File: src/rtl/cpu_pkg.sv
// Shared RV32IC core constants: data/register widths, write-back source indices
// and the arbitration mode type used by the write-back source arbiter.
package cpu_pkg;

    localparam int XLEN    = 32;
    localparam int RADDR_W = 5;

    localparam logic [4:0] REG_X0 = 5'd0;

    localparam int WB_SRC_ALU  = 0;
    localparam int WB_SRC_LOAD = 1;
    localparam int WB_SRC_LINK = 2;

    typedef enum logic {
        ARB_FIXED = 1'b0,
        ARB_RR    = 1'b1
    } arb_mode_e;

    // Increment an index modulo n (n >= 1).
    function automatic int unsigned wrap_inc(input int unsigned i, input int unsigned n);
        return ((i + 32'd1) >= n) ? 32'd0 : (i + 32'd1);
    endfunction

endpackage

File: src/rtl/rr_pick.sv
// Masked priority picker: first requester found scanning upward from the start
// index (ptr in round-robin mode, 0 in fixed mode), wrapping modulo N.
module rr_pick
    import cpu_pkg::*;
#(
    parameter int N     = 3,
    parameter int IDX_W = (N > 1) ? $clog2(N) : 1
) (
    input  logic [N-1:0]     req,
    input  logic [IDX_W-1:0] ptr,
    input  arb_mode_e        mode,
    output logic [N-1:0]     gnt,
    output logic [IDX_W-1:0] idx,
    output logic             any
);

    int base_s;
    int cand_s;

    // Scan candidates in rotated order; the first requester wins.
    always_comb begin
        gnt    = '0;
        idx    = '0;
        any    = 1'b0;
        cand_s = 0;
        if (mode == ARB_RR) begin
            base_s = int'(ptr);
        end else begin
            base_s = 0;
        end
        // An out-of-range pointer falls back to index 0 rather than skipping sources.
        if (base_s >= N) begin
            base_s = 0;
        end else begin
            base_s = base_s;
        end
        for (int k = 0; k < N; k++) begin
            cand_s = base_s + k;
            if (cand_s >= N) begin
                cand_s = cand_s - N;
            end else begin
                cand_s = cand_s;
            end
            if (!any && req[IDX_W'(cand_s)]) begin
                any                 = 1'b1;
                gnt[IDX_W'(cand_s)] = 1'b1;
                idx                 = IDX_W'(cand_s);
            end else begin
                any = any;
            end
        end
    end

endmodule

File: src/rtl/wb_src_arbiter.sv
// Write-back source arbiter: grants one producer per cycle into a one-entry
// output stage that drives the register-file write port.
module wb_src_arbiter
    import cpu_pkg::*;
#(
    parameter int NUM_SRC = 3,
    parameter int XLEN    = cpu_pkg::XLEN,
    parameter int RADDR_W = cpu_pkg::RADDR_W,
    parameter int RR_MODE = 1,
    localparam int SEL_W  = $clog2(NUM_SRC)
) (
    input  logic                       clk,
    input  logic                       rst,
    input  logic [NUM_SRC-1:0]         src_valid,
    input  logic [NUM_SRC*RADDR_W-1:0] src_rd,
    input  logic [NUM_SRC*XLEN-1:0]    src_data,
    output logic [NUM_SRC-1:0]         src_ready,
    input  logic                       wb_stall,
    input  logic                       flush,
    output logic                       rf_we,
    output logic [RADDR_W-1:0]         rf_waddr,
    output logic [XLEN-1:0]            rf_wdata,
    output logic [SEL_W-1:0]           rf_sel,
    output logic                       wb_busy
);

    localparam arb_mode_e ARB_MODE = (RR_MODE != 0) ? ARB_RR : ARB_FIXED;

    logic               out_valid_q, out_valid_d;
    logic [RADDR_W-1:0] out_rd_q,    out_rd_d;
    logic [XLEN-1:0]    out_data_q,  out_data_d;
    logic [SEL_W-1:0]   out_sel_q,   out_sel_d;
    logic [SEL_W-1:0]   ptr_q,       ptr_d;

    logic               can_accept_s;
    logic [NUM_SRC-1:0] req_s;
    logic [NUM_SRC-1:0] gnt_s;
    logic [SEL_W-1:0]   pick_idx_s;
    logic               pick_any_s;

    // The stage can take a new entry when it is empty or draining; reset and flush block grants.
    assign can_accept_s = (~out_valid_q | ~wb_stall) & ~flush & ~rst;
    assign req_s        = can_accept_s ? src_valid : '0;

    rr_pick #(
        .N     (NUM_SRC),
        .IDX_W (SEL_W)
    ) u_pick (
        .req  (req_s),
        .ptr  (ptr_q),
        .mode (ARB_MODE),
        .gnt  (gnt_s),
        .idx  (pick_idx_s),
        .any  (pick_any_s)
    );

    assign src_ready = gnt_s;
    assign wb_busy   = out_valid_q;
    assign rf_we     = out_valid_q & ~wb_stall & ~rst & (out_rd_q != RADDR_W'(REG_X0));
    assign rf_waddr  = out_rd_q;
    assign rf_wdata  = out_data_q;
    assign rf_sel    = out_sel_q;

    // Next-state for the output stage and round-robin pointer.
    always_comb begin
        out_valid_d = out_valid_q;
        out_rd_d    = out_rd_q;
        out_data_d  = out_data_q;
        out_sel_d   = out_sel_q;
        ptr_d       = ptr_q;
        if (flush) begin
            out_valid_d = 1'b0;
        end else if (pick_any_s) begin
            out_valid_d = 1'b1;
            out_rd_d    = src_rd[int'(pick_idx_s)*RADDR_W +: RADDR_W];
            out_data_d  = src_data[int'(pick_idx_s)*XLEN +: XLEN];
            out_sel_d   = pick_idx_s;
            if (ARB_MODE == ARB_RR) begin
                ptr_d = SEL_W'(wrap_inc(32'(pick_idx_s), NUM_SRC));
            end else begin
                ptr_d = ptr_q;
            end
        end else if (out_valid_q && !wb_stall) begin
            out_valid_d = 1'b0;
        end else begin
            out_valid_d = out_valid_q;
        end
    end

    // Stage and pointer registers with synchronous reset.
    always_ff @(posedge clk) begin
        if (rst) begin
            out_valid_q <= 1'b0;
            out_rd_q    <= '0;
            out_data_q  <= '0;
            out_sel_q   <= '0;
            ptr_q       <= '0;
        end else begin
            out_valid_q <= out_valid_d;
            out_rd_q    <= out_rd_d;
            out_data_q  <= out_data_d;
            out_sel_q   <= out_sel_d;
            ptr_q       <= ptr_d;
        end
    end

endmodule

File: config.mk
export PLATFORM = sky130hd
export DESIGN_NAME = wb_src_arbiter
export DESIGN_NICKNAME = d
export VERILOG_FILES = /design/src/rtl/cpu_pkg.sv /design/src/rtl/rr_pick.sv /design/src/rtl/wb_src_arbiter.sv
export SDC_FILE = /design/constraint.sdc
export NUM_CORES = 1
export LEC_CHECK = 0
export BUFFER_PORTS_ARGS = -buffer_cell sky130_fd_sc_hd__buf_2
export CAP_MARGIN = 20
export CORE_ASPECT_RATIO = 1.4
export CORE_MARGIN = 5
export CORE_UTILIZATION = 31
export DETAILED_ROUTE_END_ITERATION = 8
export SLEW_MARGIN = 20
export SYNTH_ARGS = -nofsm -noshare
export SYNTH_HDL_FRONTEND = slang
export SYNTH_SLANG_ARGS = --single-unit
File: constraint.sdc
create_clock -name clk -period 3.1 [get_ports clk]
set_clock_uncertainty 0.05 [all_clocks]
set_input_delay 0.155 -clock clk [delete_from_list [all_inputs] [get_ports clk]]
set_output_delay 0.155 -clock clk [all_outputs]
set_load 0.02 [all_outputs]
Word level (Yosys, flattened, before mapping)
Index checks and enable logic that the tools add are counted.
{"block": "totals", "ff_bits": 42, "latch_bits": 0, "ramBits": 0, "romBits": 0, "inputBits": 118, "out_inout_bits": 44, "mem_count": 0}
{"block": "op_classes", "addsub": 6, "mul": 1, "div_mod_pow": 0, "magnitude_cmp": 11, "eq_ne": 0, "shifts": 2, "n_mux": 32, "bitwise": 12, "reduce_logical": 13}
{"op": "$shiftx A96 B8 Y32", "n": 1}
{"op": "$ge A32 B3 Y1 const B", "n": 2}
{"op": "$mux W2", "n": 8}
{"op": "$shiftx A15 B6 Y5", "n": 1}
{"op": "$mux W1", "n": 14}
{"op": "$lt A2 B4 Y1 const B", "n": 3}
{"op": "$mux W3", "n": 4}
{"op": "$add A2 B1 Y3 const B", "n": 2}
{"op": "$bmux W1 S2", "n": 3}
{"op": "$demux W1 S2", "n": 3}
{"op": "$ge A2 B1 Y1 const B", "n": 3}
{"op": "$logic_and A1 B1 Y1", "n": 6}
{"op": "$or A3 B3 Y3", "n": 2}
{"op": "$and A1 B1 Y1", "n": 5}
{"op": "$mul A2 B3 Y5 const B", "n": 1}
{"op": "$reduce_bool A5 Y1", "n": 1}
{"op": "$ge A2 B2 Y1 const B", "n": 2}
{"op": "$not A1 Y1", "n": 4}
{"op": "$sub A2 B1 Y2 const B", "n": 2}
{"op": "$add A2 B2 Y3 const B", "n": 1}
{"op": "$ge A3 B2 Y1 const B", "n": 1}
{"op": "$logic_not A1 Y1", "n": 3}
{"op": "$reduce_and A2 Y1", "n": 1}
{"op": "$reduce_bool A2 Y1", "n": 1}
{"op": "3 further kinds", "n": 3}

Depth between registers and ports, before layout
Gate-level depths: netlist of run 1.
{"block": "logic_depth", "word_depth": 18, "ltp_mapped": 10, "ltp_nobuf": 7}

Hierarchy
Synthesis of run 1 repeated with hierarchy kept, for this count alone.
{"block": "hier_totals", "cells_unflattened": 265, "area_unflattened_um2": 2468.6}
{"mod": "wb_src_arbiter", "instances": 1, "cells_each": 230, "area_per_inst_um2": 2202.1}
{"mod": "rr_pick", "instances": 1, "cells_each": 35, "area_per_inst_um2": 266.5}

Least setup slack after synthesis of run 1
No wires, ideal clock.
{"block": "synth_path", "path_type": "flip-flop to flip-flop", "from": "register ptr_q[0]", "to": "register out_rd_q[3] (netlist: rf_waddr[3])", "setup_time_ps": 76, "arrival_time_ps": 2041, "slack_ps": 933, "stages_incl_launch_ff": 11, "n_path_buf": 3, "period_less_slack_ps": 2167, "cell_sequence": "dfxtp_1 > inv_1 > ha_1 > buf_2 > nor2_1 > o21a_1 > or2_1 > clkbuf_1 > nand3_2 > buf_6 > o22ai_1"}
{"block": "synth_between", "elab_chain_cells": 16, "elab_cells_between_ends": 35, "cone_classes": "add/sub: 5; mul: 1; order compare: 4; shift: 1; mux: 19; reduce/logical: 5"}
{"element": "start, declared", "line_no": "wb_src_arbiter.sv:33", "rtl": "logic [SEL_W-1:0] ptr_q, ptr_d;"}
{"element": "start signal, assigned", "line_no": "wb_src_arbiter.sv:103", "rtl": "ptr_q <= ptr_d;"}
{"element": "$ge A2 B2 Y1", "line_no": "rr_pick.sv:32", "rtl": "if (base_s >= N) begin"}
{"element": "$mux W2 *", "line_no": "rr_pick.sv:32"}
{"element": "parallel branches: the longest is 14 deep, another holds $ge A32 B3 Y1"}
{"element": "end signal, assigned", "line_no": "wb_src_arbiter.sv:100", "rtl": "out_rd_q <= out_rd_d;"}
{"element": "end, declared", "line_no": "wb_src_arbiter.sv:30", "rtl": "logic [RADDR_W-1:0] out_rd_q, out_rd_d;"}
Mark *: on every way between the ends. The select of a mux whose other input is x is not followed.
A chain may end at the register's enable or synchronous reset.

Worst setup path after layout of run 1
{"block": "layout_path", "from": "register ptr_q[0]", "to": "register out_data_q[12] (netlist: rf_wdata[12])"}
{"block": "layout_between", "elab_chain_cells": 15, "elab_cells_between_ends": 34, "cone_classes": "add/sub: 5; order compare: 4; shift: 1; mux: 19; reduce/logical: 5"}
{"element": "$ge A2 B2 Y1", "line_no": "rr_pick.sv:32"}
{"element": "$mux W2 *", "line_no": "rr_pick.sv:32"}
{"element": "parallel branches: the longest is 13 deep, another holds $ge A32 B3 Y1"}
{"element": "end signal, assigned", "line_no": "wb_src_arbiter.sv:101", "rtl": "out_data_q <= out_data_d;"}
{"element": "end, declared", "line_no": "wb_src_arbiter.sv:31", "rtl": "logic [XLEN-1:0] out_data_q, out_data_d;"}
Marked as above.

==> run summary, run 1 <==
The flow ran to the end, and the final reports show no timing, DRC or antenna violations. Counting every instance in the synthesized netlist gives 263. sky130_fd_sc_hd__dfxtp_1 takes more of the synthesized area than any other cell. The tools report the post-synthesis cell type count as 48. The wire length of the first global-routing pass is 13300 um, and the net switching fraction of the power is 29.1%. The flop and latch count out of synthesis is 42, and the number of nets in the final layout is 530.

The tightest slew margin relative to the limit is 59.4%, and the count of H-tree levels built during CTS is 2. Subtracting the final worst setup slack from the clock period gives 2.74 ns. Counting flops with a built-in enable in the synthesized netlist gives 0. For the part of the total power dissipated in sequential elements, the log shows 37.6%.

The antenna diode count is 0. After detailed placement, the design holds a cell count of 503. The register clock-pin slew on the reported worst setup and hold paths is 0.06 ns, and the portion of the post-synthesis area used by sequential elements is 33.3%. The logs give 2745 for the number of global-route vias before repair and 821 for the fill cell total of the finished layout. Power spread over the standard cell area amounts to 474 nW/um^2.

The final non-filler cell total was 510; the fraction of synthesis flops using an asynchronous set or reset pin was 0%. VDD sags by at most 0.245 mV. The logs give 0 for the max-slew violation total from the final report and 0.485 mW for the switching power. The count of hold buffers inserted by post-cts repair is 0, and the worst-case reg-to-reg path depth is 8.

The logs give 0.820 for the final weighted congestion of routability-driven global placement and 3.19 ns for the required time of the critical path. The critical path buffer and inverter count is 2. For the post-detailed-routing wire length, the log shows 8660 um. Leaving out fill and tap cells, the most frequent cells in the layout are sky130_fd_sc_hd__buf_2 (161), sky130_fd_sc_hd__dfxtp_1 (42), sky130_fd_sc_hd__mux2i_1 (32), sky130_fd_sc_hd__o22ai_1 (32), sky130_fd_sc_hd__a22oi_1 (31). The critical path goes through inv_1 -> ha_1 -> nand2b_1 -> a21oi_2 -> o21a_2 -> buf_12 -> mux2i_1 -> o22ai_1.

The area added between synthesis and finish was 39.1%; the relative contribution of combinational cells to total power was 26.0%. The library cell used most frequently in the layout, excluding fill and tap cells, is sky130_fd_sc_hd__buf_2. The placed wire-length estimate is 6480 um, and the clock power share is 36.4%. The die covers 10100 sq um. The count of final hold-check violations came out at 0.

The share of the cycle needed by the critical path after routing is 88.3%. During I/O placement, the number of pins put on the boundary was 162. The run gives 0 as the initial antenna violation count.

The worst min-delay path category is in2reg. Counting along the longest clock path gives a buffer depth of 2. Using the TritonRoute via totals, the vias-per-cell ratio works out to 5.32. The worst setup path is of the reg2reg kind. The cell family contributing the most delay on the critical path is compound AO/OA/AOI/OAI gates.

The share of cells above drive strength 1 came out at 46.6%. The initial utilization of the core area, before any placement, comes to 31.3%. The type of origin of the critical path is a register. Post-CTS repair changed the size of 0 cells. The setup TNS is 0 ns. The number of buffers added for setup after CTS came out at 0.

The cell-internal power is 1.18 mW. Counting buffers and inverters, the worst setup path is 8 cells deep. The run gives 42 as the count of clock tree sinks.

The tools report the achievable clock frequency as 365 MHz. The tools report the row count as 39. The count of vias placed by the detailed router was 2714; the first-pass iteration count of the detailed router was 4. Mean area per synthesized cell: 9.60 sq um.

The routed length per placed instance came out at 17.0 um. Summed over all cells, the static leakage comes to 1.61 nW. After the first detailed-routing iteration, the DRC count stood at 137. For the clock latency at the later pin of the worst-skew pair, the log shows 0.28 ns. The worst-path maximum fanout came out at 18.

The number of CTS-inserted buffers was 5; the maximum single-stage delay on the critical path was 0.53 ns. Data on the critical path arrives at its endpoint at 2.83 ns. The main flop type after synthesis is sky130_fd_sc_hd__dfxtp_1. In this run the cell area of the synthesized design comes to 2520 sq um. In this run the remaining antenna-violating nets after routing total 0. The net count of the mapped netlist was 385; the die span in x was 86.3 um. After global routing the overflow that remains totals 0. Setup repair after global routing left no endpoint under its margin. The floorplan step defined a core boundary enclosing 8050 sq um. The Yosys step of the flow raised 0 warnings. In this run the tool buffered the top-level ports with 161 buffer cells. The share of the synthesized area in the top cell type is 33.3%. After detailed routing, the number of remaining DRC violations is 0.

Setup violations remaining at the end of the flow were counted as 0. TritonCTS built the clock tree. The chip height works out to 117 um.

The transition at the pin with the smallest max-transition slack is 0.609 ns. The tree is rooted in a sky130_fd_sc_hd__clkbuf_16. The worst setup path is captured at a register.

The number of stages on the worst hold path was 2. Entering global routing, the biggest net connects 46 pins. Ranked by total cell area, the synthesized netlist is headed by sky130_fd_sc_hd__dfxtp_1 (33%), sky130_fd_sc_hd__mux2i_1 (13%), sky130_fd_sc_hd__a22oi_1 (9.2%). The run gives 16.4% as the global-route total usage across every layer.

Standard cell with the maximum stage delay on the critical path: sky130_fd_sc_hd__o21a_2. Max-cap violations in this run came to 0.
-- cell type report --
class                      instances  area, sq um  area share [%]
multi-input combinational        187         1480            42.1
inverter                           5         18.8           0.535
clock inverter                     1         30.0           0.855
sequential                        42          841            23.9
clock buffer                       6          139            3.96
timing repair buffer             167          876            24.9
tap                              102          128            3.64
-- flip-flops by register name (all words and copies together), names as in the netlist --
name / count
rf_wdata: 32
rf_waddr: 5
ptr_q: 2
rf_sel: 2
wb_busy: 1
-- final timing paths --
kind / start / end / slack (ns)
max reg2reg: ptr_q[0] / rf_wdata[12] / 0.36
min reg2reg: rf_sel[1] / rf_sel[1] / 0.44
min: flush / wb_busy / 0.05
max: ptr_q[0] / rf_wdata[12] / 0.36
-- per-stage QoR --
step / cell area [sq um] / hold slack, ns / util [%] / setup slack (ns) / total power [mW]
finish: 3510 / 0.0453 / 43.6 / 0.362 / 1.67
CTS: 3510 / 0.0392 / 43.6 / 0.345 / 1.69
global placement: 3340 / 0.323 / 41.5 / 0.483 / 1.07
global route: 3510 / 0.0432 / 43.6 / 0.0998 / 1.75
detailed placement: 3340 / 0.339 / 41.5 / 0.358 / 1.07
floorplan: 2520 / 0.178 / - / 0.933 / 0.904
-- power by group through the flow --
stage	Sequential [mW]	Clock [mW]	Combinational (mW)
after global placement	0.638	0	0.432
after floorplan	0.698	0	0.206
after global routing	0.632	0.644	0.473
after detailed placement	0.637	0	0.436
after CTS	0.627	0.624	0.436
final	0.627	0.606	0.433
-- routing by layer --
| metal | wire, um | global-route usage, % |
|---|---|---|
| met1 | 3340 | 18.9 |
| met2 | 4660 | 30.3 |
| met3 | 515 | 2.96 |
| met4 | 145 | 5.41 |
| met5 | 0 | 0 |
-- synth_stat cells, drive strengths merged (2+ instances only) --
master	n
inv	5
nand3b	6
nand2b	2
o22ai	32
nand3	3
buf	19
a21oi	6
nor2b	2
a22oi	31
nor2	16
nor4bb	2
o31ai	6
o21a	2
a211oi	8
a31oi	2
and3	2
mux2i	32
nand2	4
dfxtp	42
a2111oi	2
ha	4
o21ai	2
o211a	6
clkbuf	10
-- logic make-up (layout without fill, tap and decap cells) --
logic type               count (synthesis)  count (layout)  synth area share, %
multiplexers                            32              32                 12.7
AO/OA/AOI/OAI                          105             105                 32.9
AND/OR/NAND/NOR                         46              46                 10.7
buffers and inverters                   34             179                 8.43
adder cells (fa/ha/maj)                  4               4                 1.98
flip-flops                              42              42                 33.3
No activity file was read; power rests on OpenSTA's default activity.
==> run 2: changes to the inputs <==
REMOVE_ABC_BUFFERS = 1   (was unset)
==> run 2 against run 1 <==
Net effect:
- utilization is 0.36 points lower
- routed wire length is 1.4% lower
- count of clock-buffer cells in the layout shrank 1
- via count shrank 1.5%
- combinational power is essentially flat
- final area shrank 0.82%
- worst setup slack improved by 0.096 ns
- register-to-register slack improved by 0.096 ns
- die area unchanged
- sequential power barely moved
- worst hold slack lost 0.0060 ns
==> run summary, run 2 (synthesis results as in run 1) <==
The leakage power of the design was 1.59 nW (was 1.61 nW); the register clock-pin slew on the reported worst setup and hold paths was 0.06 ns (about the same). The area of the core is 8050 sq um (unchanged), and the total of buffers placed on input and output ports is 161 (unchanged). The count of clock tree sinks was 42 (unchanged). The tools report the number of CTS-inserted buffers as 5 (unchanged). The area added between synthesis and finish came out at 38.0% (was 39.1%). The full die area was 10100 sq um (unchanged). TritonCTS built the clock tree. For the max-slew violation total from the final report, the log shows 0 (unchanged).

The share of cells above drive strength 1 was 46.6% (unchanged); the achievable clock frequency was 379 MHz (was 365 MHz). Type of destination of the critical path: an output pin (was a register). The required time of the critical path is 2.89 ns (was 3.19 ns). Average via count per standard cell: 5.24 (was 5.32). The logs give 0.0393 ns (was 0.0453 ns) for the worst hold slack across all endpoints and 0 (unchanged) for the initial antenna violation count. The critical setup path kind was reg2out (was reg2reg). Post-detailed-routing wire length: 8540 um (was 8660 um). The count of final hold-check violations is 0 (unchanged), and the final global-route overflow total is 0 (unchanged). The final critical-path required period works out to 2.64 ns (was 2.74 ns). The run finished with clean final reports. The chip height is 117 um (unchanged), and the setup TNS is 0 ns (unchanged). The tools report the first-pass iteration count of the detailed router as 5 (was 4). The power density normalized to cell area came out at 452 nW/um^2 (was 474 nW/um^2).

The highest ir drop seen on vdd was 0.198 mV (was 0.245 mV). The die span in x was 86.3 um (unchanged). Cell-internal power: 1.08 mW (was 1.18 mW). The flip-flop count of the largest register, all copies and words added is 32 (unchanged), and the number of design rule violations left after detail routing is 0 (unchanged).

The post-cts resize count was 0 (unchanged); the deepest clock path buffer count was 2 (unchanged). The register area came out at 841 sq um (unchanged). The maximum single-stage delay on the critical path is 0.58 ns (was 0.53 ns), and the routed length per placed instance is 16.7 um (was 17.0 um).

Setup repair after global routing left no endpoint under its margin. The count of endpoints failing setup in the final report came out at 0 (unchanged). The relative contribution of combinational cells to total power was 27.5% (was 26.0%). The most common cell after layout, fill and taps aside is sky130_fd_sc_hd__buf_2 (unchanged). The wire length of the first global-routing pass is 13200 um (was 13300 um). The clock latency at the later pin of the worst-skew pair came out at 0.28 ns (about the same). The maximum number of pins on one net before global-route repair is 38 (was 46), and the placed wire-length estimate is 6330 um (was 6480 um). The net switching fraction of the power is 31.6% (was 29.1%). The number of global-route vias before repair is 2761 (was 2745), and the row count is 39 (unchanged). The count of H-tree levels built during CTS is 2 (unchanged). The tools report the type of origin of the critical path as a register (unchanged). Counting stages on the worst path, the most repeated cell is sky130_fd_sc_hd__inv_1.

The share of the core filled with cells was 43.2% (was 43.6%); the arrival time at the worst endpoint was 2.44 ns (was 2.83 ns). For the switching power, the log shows 0.496 mW (was 0.485 mW). For the antenna diode count, the log shows 0 (unchanged). The run gives 820 (was 821) as the fill cell total of the finished layout.

The worst min-delay path category is in2reg (unchanged). Clock power share: 32.7% (was 36.4%). Cells along the critical path: inv_1 -> ha_1 -> inv_1 -> o32a_1 -> nor3b_1 -> a221oi_1 -> nor2_1 -> buf_2 (was inv_1 -> ha_1 -> nand2b_1 -> a21oi_2 -> o21a_2 -> buf_12 -> mux2i_1 -> o22ai_1). The logs give 57.9% (was 59.4%) for the tightest slew margin relative to the limit and 2674 (was 2714) for the count of vias placed by the detailed router. The root buffer cell is sky130_fd_sc_hd__clkbuf_16 (unchanged).

The count of pins on the block boundary came out at 162 (unchanged). For the area taken by multi-input logic gates, the log shows 1480 sq um (unchanged). The detailed router's first-iteration violation count is 104 (was 137), and the share of the cycle needed by the critical path after routing is 85.2% (was 88.3%). Commonest cells after routing, fill and taps aside: sky130_fd_sc_hd__buf_2 (161), sky130_fd_sc_hd__dfxtp_1 (42), sky130_fd_sc_hd__mux2i_1 (32), sky130_fd_sc_hd__o22ai_1 (32), sky130_fd_sc_hd__a22oi_1 (31) (unchanged). The final antenna-violating net count was 0 (unchanged). Final weighted congestion of routability-driven global placement: 0.753 (was 0.820).

The transition at the pin with the smallest max-transition slack is 0.631 ns (was 0.609 ns). The max-capacitance violation count was 0 (unchanged). The initial cell density of the core was 31.3% (unchanged). The count of hold buffers inserted by post-cts repair is 0 (unchanged), and the number of nets in the final layout is 530 (unchanged).

Global-route total usage across every layer: 16.3% (was 16.4%). The number of buffers added for setup after CTS came out at 0 (unchanged). Standard cell with the maximum stage delay on the critical path: sky130_fd_sc_hd__ha_1 (was sky130_fd_sc_hd__o21a_2). The run gives 39.8% (was 37.6%) as the part of the total power dissipated in sequential elements. Worst-path maximum fanout: 20 (was 18).
==> run 2: changes by cell type in the layout (fill, tap and decap cells not counted), sizes merged <==
| cell | delta |
|---|---|
| bufinv | -1 |
| clkbuf | -1 |
| clkinvlp | +2 |
==> run 2: final cells by class <==
cell class / instances / area share, %
tap: 102 / 3.67
sequential: 42 / 24.1
clock inverter: 2 / 0.431
inverter: 5 / 0.539
timing repair buffer: 167 / 25.2
multi-input combinational: 187 / 42.5
clock buffer: 5 / 3.59
==> run 2: final timing paths <==
check	start	endpoint	slack (ns)	cells after the start
hold / removal	flush	wb_busy	0.04	2
setup reg to reg	ptr_q[0]	rf_wdata[1]	0.46	8
setup / recovery	ptr_q[0]	src_ready[0]	0.46	8
hold reg to reg	rf_sel[1]	rf_sel[1]	0.43	2
==> run 2: power by group through the flow <==
| stage | logic, mW | registers [mW] | clock network, mW |
|---|---|---|---|
| after floorplan | 0.175 | 0.698 | 0 |
| after global placement | 0.430 | 0.637 | 0 |
| after detailed placement | 0.436 | 0.635 | 0 |
| after CTS | 0.435 | 0.625 | 0.531 |
| after global routing | 0.470 | 0.632 | 0.555 |
| final | 0.432 | 0.626 | 0.514 |
==> run 2: critical path, delay by kind of cell (launching register included) <==
kind                       cells  cell delay [ns]
AOI/OAI and AO/OA              2             0.45
adders and majority gates      1             0.58
buffers and inverters          3             0.47
DFF                            1             0.33
and+or+nand+nor                2             0.33
==> run 2: stage by stage <==
stage	std cells	cell area [sq um]	power (mW)	setup slack, ns
final	510	3480	1.57	0.458
after global routing	510	3480	1.66	0.226
after CTS	510	3480	1.59	0.438
after detailed placement	503	3340	1.07	0.467
after global placement	503	3340	1.07	0.523
after floorplan	234	2330	0.873	-0.0308
==> run 2: routing by layer <==
metal  global-route usage (%)  routed length [um]  share of wire, %  up-vias
met1                     19.2                3410                40     1244
met2                     29.3                4460                52      108
met5                        0                   0                 0        -
li1                         -                   -                 -     1315
met4                     4.37                  96               1.1        0
met3                     3.88                 570               6.7        7
==> run 3: changes to the inputs <==
ABC_AREA = 1   (was unset)
==> run 3 against run 2 <==
Net effect:
- worst setup slack improved by 0.063 ns
- final cell count rose by 37%
- count of clock-buffer cells in the layout rose by 2
- final area rose by 9.1%
- flip-flop and latch count did not move
- highest routed layer unchanged
- sequential power rose by 27%
- clock power rose by 17%
- die area rose by 8.9%
- non-clock buffer count rose by 5
- register-to-register slack improved by 0.06 ns
- synthesized area rose by 9.9%
- critical path type is now reg2reg
- routed wire length rose by 19%
==> run summary, run 3 <==
The flow ran to the end, and the final reports show no timing, DRC or antenna violations. The worst-path maximum fanout works out to 21 (was 20). Cell with the most instances after synthesis: sky130_fd_sc_hd__nand2_1 (was sky130_fd_sc_hd__dfxtp_1). The arrival time at the worst endpoint is 2.75 ns (was 2.44 ns), and the final weighted congestion of routability-driven global placement is 0.947 (was 0.753). The max-slew violation total from the final report was 0 (unchanged); the area added between synthesis and finish was 37.0% (was 38.0%). The run gives 0.28 ns (about the same) as the clock latency at the later pin of the worst-skew pair. The logs give 8660 sq um (was 8050 sq um) for the area of the core and 162 (unchanged) for the count of pins on the block boundary. The count of final hold-check violations is 0 (unchanged).

The run gives 0 (unchanged) as the final global-route overflow total. The origin of the critical flop-to-flop path was ptr_q[0] (unchanged). The main flop type after synthesis is sky130_fd_sc_hd__dfxtp_1 (unchanged). Commonest cells post-synth: sky130_fd_sc_hd__nand2_1 (92), sky130_fd_sc_hd__a21oi_1 (74), sky130_fd_sc_hd__inv_1 (61), sky130_fd_sc_hd__nand3_1 (49), sky130_fd_sc_hd__dfxtp_1 (42) (was sky130_fd_sc_hd__dfxtp_1 (42), sky130_fd_sc_hd__mux2i_1 (32), sky130_fd_sc_hd__o22ai_1 (32), sky130_fd_sc_hd__a22oi_1 (31), sky130_fd_sc_hd__nor2_1 (16)). The number of flops mapped to enable cells by yosys came out at 0 (unchanged). The count of hold buffers inserted by post-cts repair is 0 (unchanged).

The count of endpoints failing setup in the final report was 0 (unchanged). The leakage power of the design is 2.04 nW (was 1.59 nW), and the antenna diode count is 0 (unchanged). The share of the cycle needed by the critical path after routing works out to 83.2% (was 85.2%).

For the initial antenna violation count, the log shows 0 (unchanged). The register clock-pin slew on the reported worst setup and hold paths was 0.06 ns (about the same). The logs give 40 (was 39) for the row count and 0 (unchanged) for the final antenna-violating net count. The post-cts resize count is 0 (unchanged). Transition at the pin with the smallest max-transition slack: 0.495 ns (was 0.631 ns).

The fraction of synthesis flops using an asynchronous set or reset pin was 0% (unchanged); the slack of the worst reg-to-reg path was 0.52 ns (was 0.46 ns). The final critical-path required period came out at 2.58 ns (was 2.64 ns). Standard cell with the maximum stage delay on the critical path: sky130_fd_sc_hd__ha_1 (unchanged). The beginning of the critical path is ptr_q[0] (unchanged). The least setup slack across all paths after layout came out at 0.522 ns (was 0.458 ns). The routed length per placed instance works out to 14.6 um (was 16.7 um). Register area: 841 sq um (unchanged). The type of origin of the critical path was a register (unchanged). The critical path's most frequent cell is sky130_fd_sc_hd__nand2_1 (was sky130_fd_sc_hd__inv_1). The worst min-delay path category is in2reg (unchanged). Area taken by multi-input logic gates: 1520 sq um (was 1480 sq um).

Setup repair after global routing left no endpoint under its margin. Placed wire-length estimate: 7590 um (was 6330 um). The tightest slew margin relative to the limit is 67.0% (was 57.9%), and the die span in x is 89.9 um (was 86.3 um). For the final instance area, the log shows 3800 sq um (was 3480 sq um). Maximum single-stage delay on the critical path: 0.38 ns (was 0.58 ns).

For the highest ir drop seen on vdd, the log shows 0.492 mV (was 0.198 mV). The worst-case reg-to-reg path depth works out to 12 (was 8). Share of cells above drive strength 1: 32.6% (was 46.6%). The root buffer cell was sky130_fd_sc_hd__clkbuf_16 (unchanged). The post-synthesis instance total is 439 (was 263), and the power density normalized to cell area is 923 nW/um^2 (was 452 nW/um^2). The number of CTS-inserted buffers is 5 (unchanged), and the count of clock tree sinks is 42 (unchanged). The first-pass iteration count of the detailed router is 4 (was 5), and the achievable clock frequency is 388 MHz (was 379 MHz). The type of destination of the critical path is a register (was an output pin). Commonest cells after routing, fill and taps aside: sky130_fd_sc_hd__buf_2 (161), sky130_fd_sc_hd__nand2_1 (92), sky130_fd_sc_hd__a21oi_1 (74) (was sky130_fd_sc_hd__buf_2 (161), sky130_fd_sc_hd__dfxtp_1 (42), sky130_fd_sc_hd__mux2i_1 (32), sky130_fd_sc_hd__o22ai_1 (32), sky130_fd_sc_hd__a22oi_1 (31)). The total of buffers placed on input and output ports works out to 161 (unchanged). The wire length of the first global-routing pass is 15700 um (was 13200 um), and the count of H-tree levels built during CTS is 2 (unchanged).

For the portion of the post-synthesis area used by sequential elements, the log shows 30.3% (was 33.3%). The run gives 0 (unchanged) as the number of warnings printed during yosys synthesis. The post-synthesis cell type count is 26 (was 48).

The run gives 713 (was 530) as the number of nets in the final layout. The chip height is 122 um (was 117 um), and the post-synthesis cell area is 2770 sq um (was 2520 sq um). The flip-flop count of the largest register, all copies and words added was 32 (unchanged); the initial cell density of the core was 32.0% (was 31.3%). The number of global-route vias before repair came out at 3256 (was 2761). The max-capacitance violation count came out at 0 (unchanged). Top area cells in the synthesized netlist: sky130_fd_sc_hd__dfxtp_1 (30%), sky130_fd_sc_hd__a21oi_1 (13%), sky130_fd_sc_hd__nand2_1 (12%) (was sky130_fd_sc_hd__dfxtp_1 (33%), sky130_fd_sc_hd__mux2i_1 (13%), sky130_fd_sc_hd__a22oi_1 (9.2%)). The critical setup path kind is reg2reg (was reg2out).

Full die area: 11000 sq um (was 10100 sq um). For the worst slack at placement, the log shows 0.539 ns (was 0.467 ns). The most common cell after layout, fill and taps aside is sky130_fd_sc_hd__buf_2 (unchanged). Cells along the critical path: inv_1 -> ha_1 -> inv_1 -> nand3_1 -> nand2_1 -> nand4_1 -> nand2_1 -> buf_4 -> nand2_1 -> nand2_1 -> nand2_1 -> a21oi_1 (was inv_1 -> ha_1 -> inv_1 -> o32a_1 -> nor3b_1 -> a221oi_1 -> nor2_1 -> buf_2). TritonCTS built the clock tree.

Count of vias placed by the detailed router: 3323 (was 2674). The detailed router's first-iteration violation count came out at 139 (was 104). The fill cell total of the finished layout was 928 (was 820); the average via count per standard cell was 4.77 (was 5.24). The post-detailed-routing wire length was 10100 um (was 8540 um).

The tools report the endpoint of the most critical setup path as rf_wdata[24] (was src_ready[0]). The run gives 0 (unchanged) as the number of design rule violations left after detail routing. The deepest clock path buffer count is 2 (unchanged), and the mean area per synthesized cell is 6.32 sq um (was 9.60 sq um). The maximum number of pins on one net before global-route repair was 34 (was 38); the number of buffers added for setup after CTS was 0 (unchanged). The run gives 17.5% (was 16.3%) as the global-route total usage across every layer. The largest area contributor in the netlist was sky130_fd_sc_hd__dfxtp_1 (unchanged). The area after detailed placement is 3640 sq um (was 3340 sq um), and the share of the synthesized area in the top cell type is 30.3% (was 33.3%).

Required time of the critical path: 3.27 ns (was 2.89 ns). The tools report the critical register-to-register path endpoint as rf_wdata[24] (was rf_wdata[1]). The flop and latch count out of synthesis works out to 42 (unchanged).
==> run 3: changes by cell type after synthesis, sizes merged, moves of 22 or more <==
| cell | before | now |
|---|---|---|
| inv | 5 | 65 |
| a21oi | 6 | 74 |
| o22ai | 32 | 0 |
| mux2i | 32 | 0 |
| nor2 | 16 | 38 |
| a22oi | 31 | 0 |
| nand2 | 4 | 96 |
| nand3 | 3 | 52 |
==> run 3: worst max-delay path, delay by kind of cell, from the launching register on <==
kind | cells | cell delay (ns)
DFF | 1 | 0.37
and+or+nand+nor | 7 | 1.03
adders and majority gates | 1 | 0.38
AOI/OAI and AO/OA | 1 | 0.13
buffers and inverters | 3 | 0.54
==> run 3: per-layer routing <==
metal | vias up | track usage, % | share of wire, %
li1 | 1717 | - | -
met1 | 1468 | 20.8 | 40
met2 | 120 | 30.4 | 51
met3 | 18 | 3.89 | 6.1
met4 | 0 | 6.70 | 2.5
met5 | - | 0 | 0
==> run 3: stage by stage <==
stage / total power [mW] / TNS (ns) / hold slack [ns] / cells / utilization, %
6_report: 3.51 / 0 / 0.0971 / 697 / 43.9
5_1_grt: 3.82 / 0 / 0.107 / 697 / 43.9
4_1_cts: 3.55 / 0 / 0.0910 / 697 / 43.9
3_5_place_dp: 2.94 / 0 / 0.394 / 689 / 42.0
3_3_place_gp: 2.91 / 0 / 0.386 / 689 / 42.0
2_1_floorplan: 2.17 / -37.02 / 0.174 / 412 / -
==> run 3: how the worst min path moves through the flow <==
stage                         to         start  slack (ns)  cells past startpoint
global placement    rf_wdata[28]  src_data[60]        0.39                      3
global route        rf_wdata[15]  src_data[47]        0.11                      3
CTS                 rf_wdata[28]  src_data[60]        0.09                      3
floorplan            rf_waddr[0]           rst        0.17                      1
finish              rf_wdata[28]  src_data[60]         0.1                      3
detailed placement  rf_wdata[28]  src_data[60]        0.39                      3
==> run 3: cells by family after synthesis <==
group / count (synthesis) / synth area share [%]
DFF: 42 / 30.3
and+or+nand+nor: 211 / 35.7
buffers and inverters: 92 / 15.4
adders and majority gates: 4 / 1.81
AOI/OAI and AO/OA: 90 / 16.8
==> run 3: cell type report <==
class | count | area share [%]
multi-input combinational | 305 | 40.0
timing repair buffer | 172 | 23.7
sequential | 42 | 22.1
inverter | 65 | 6.42
clock buffer | 7 | 3.49
tap | 105 | 3.46
clock inverter | 1 | 0.790
==> run 3: report_power, final <==
group	leakage (nW)	switching [mW]	internal, mW
combinational	1.61	1.40	0.710
clock	0.0781	0.222	0.381
sequential	0.347	0.0801	0.714
total	2.04	1.70	1.80
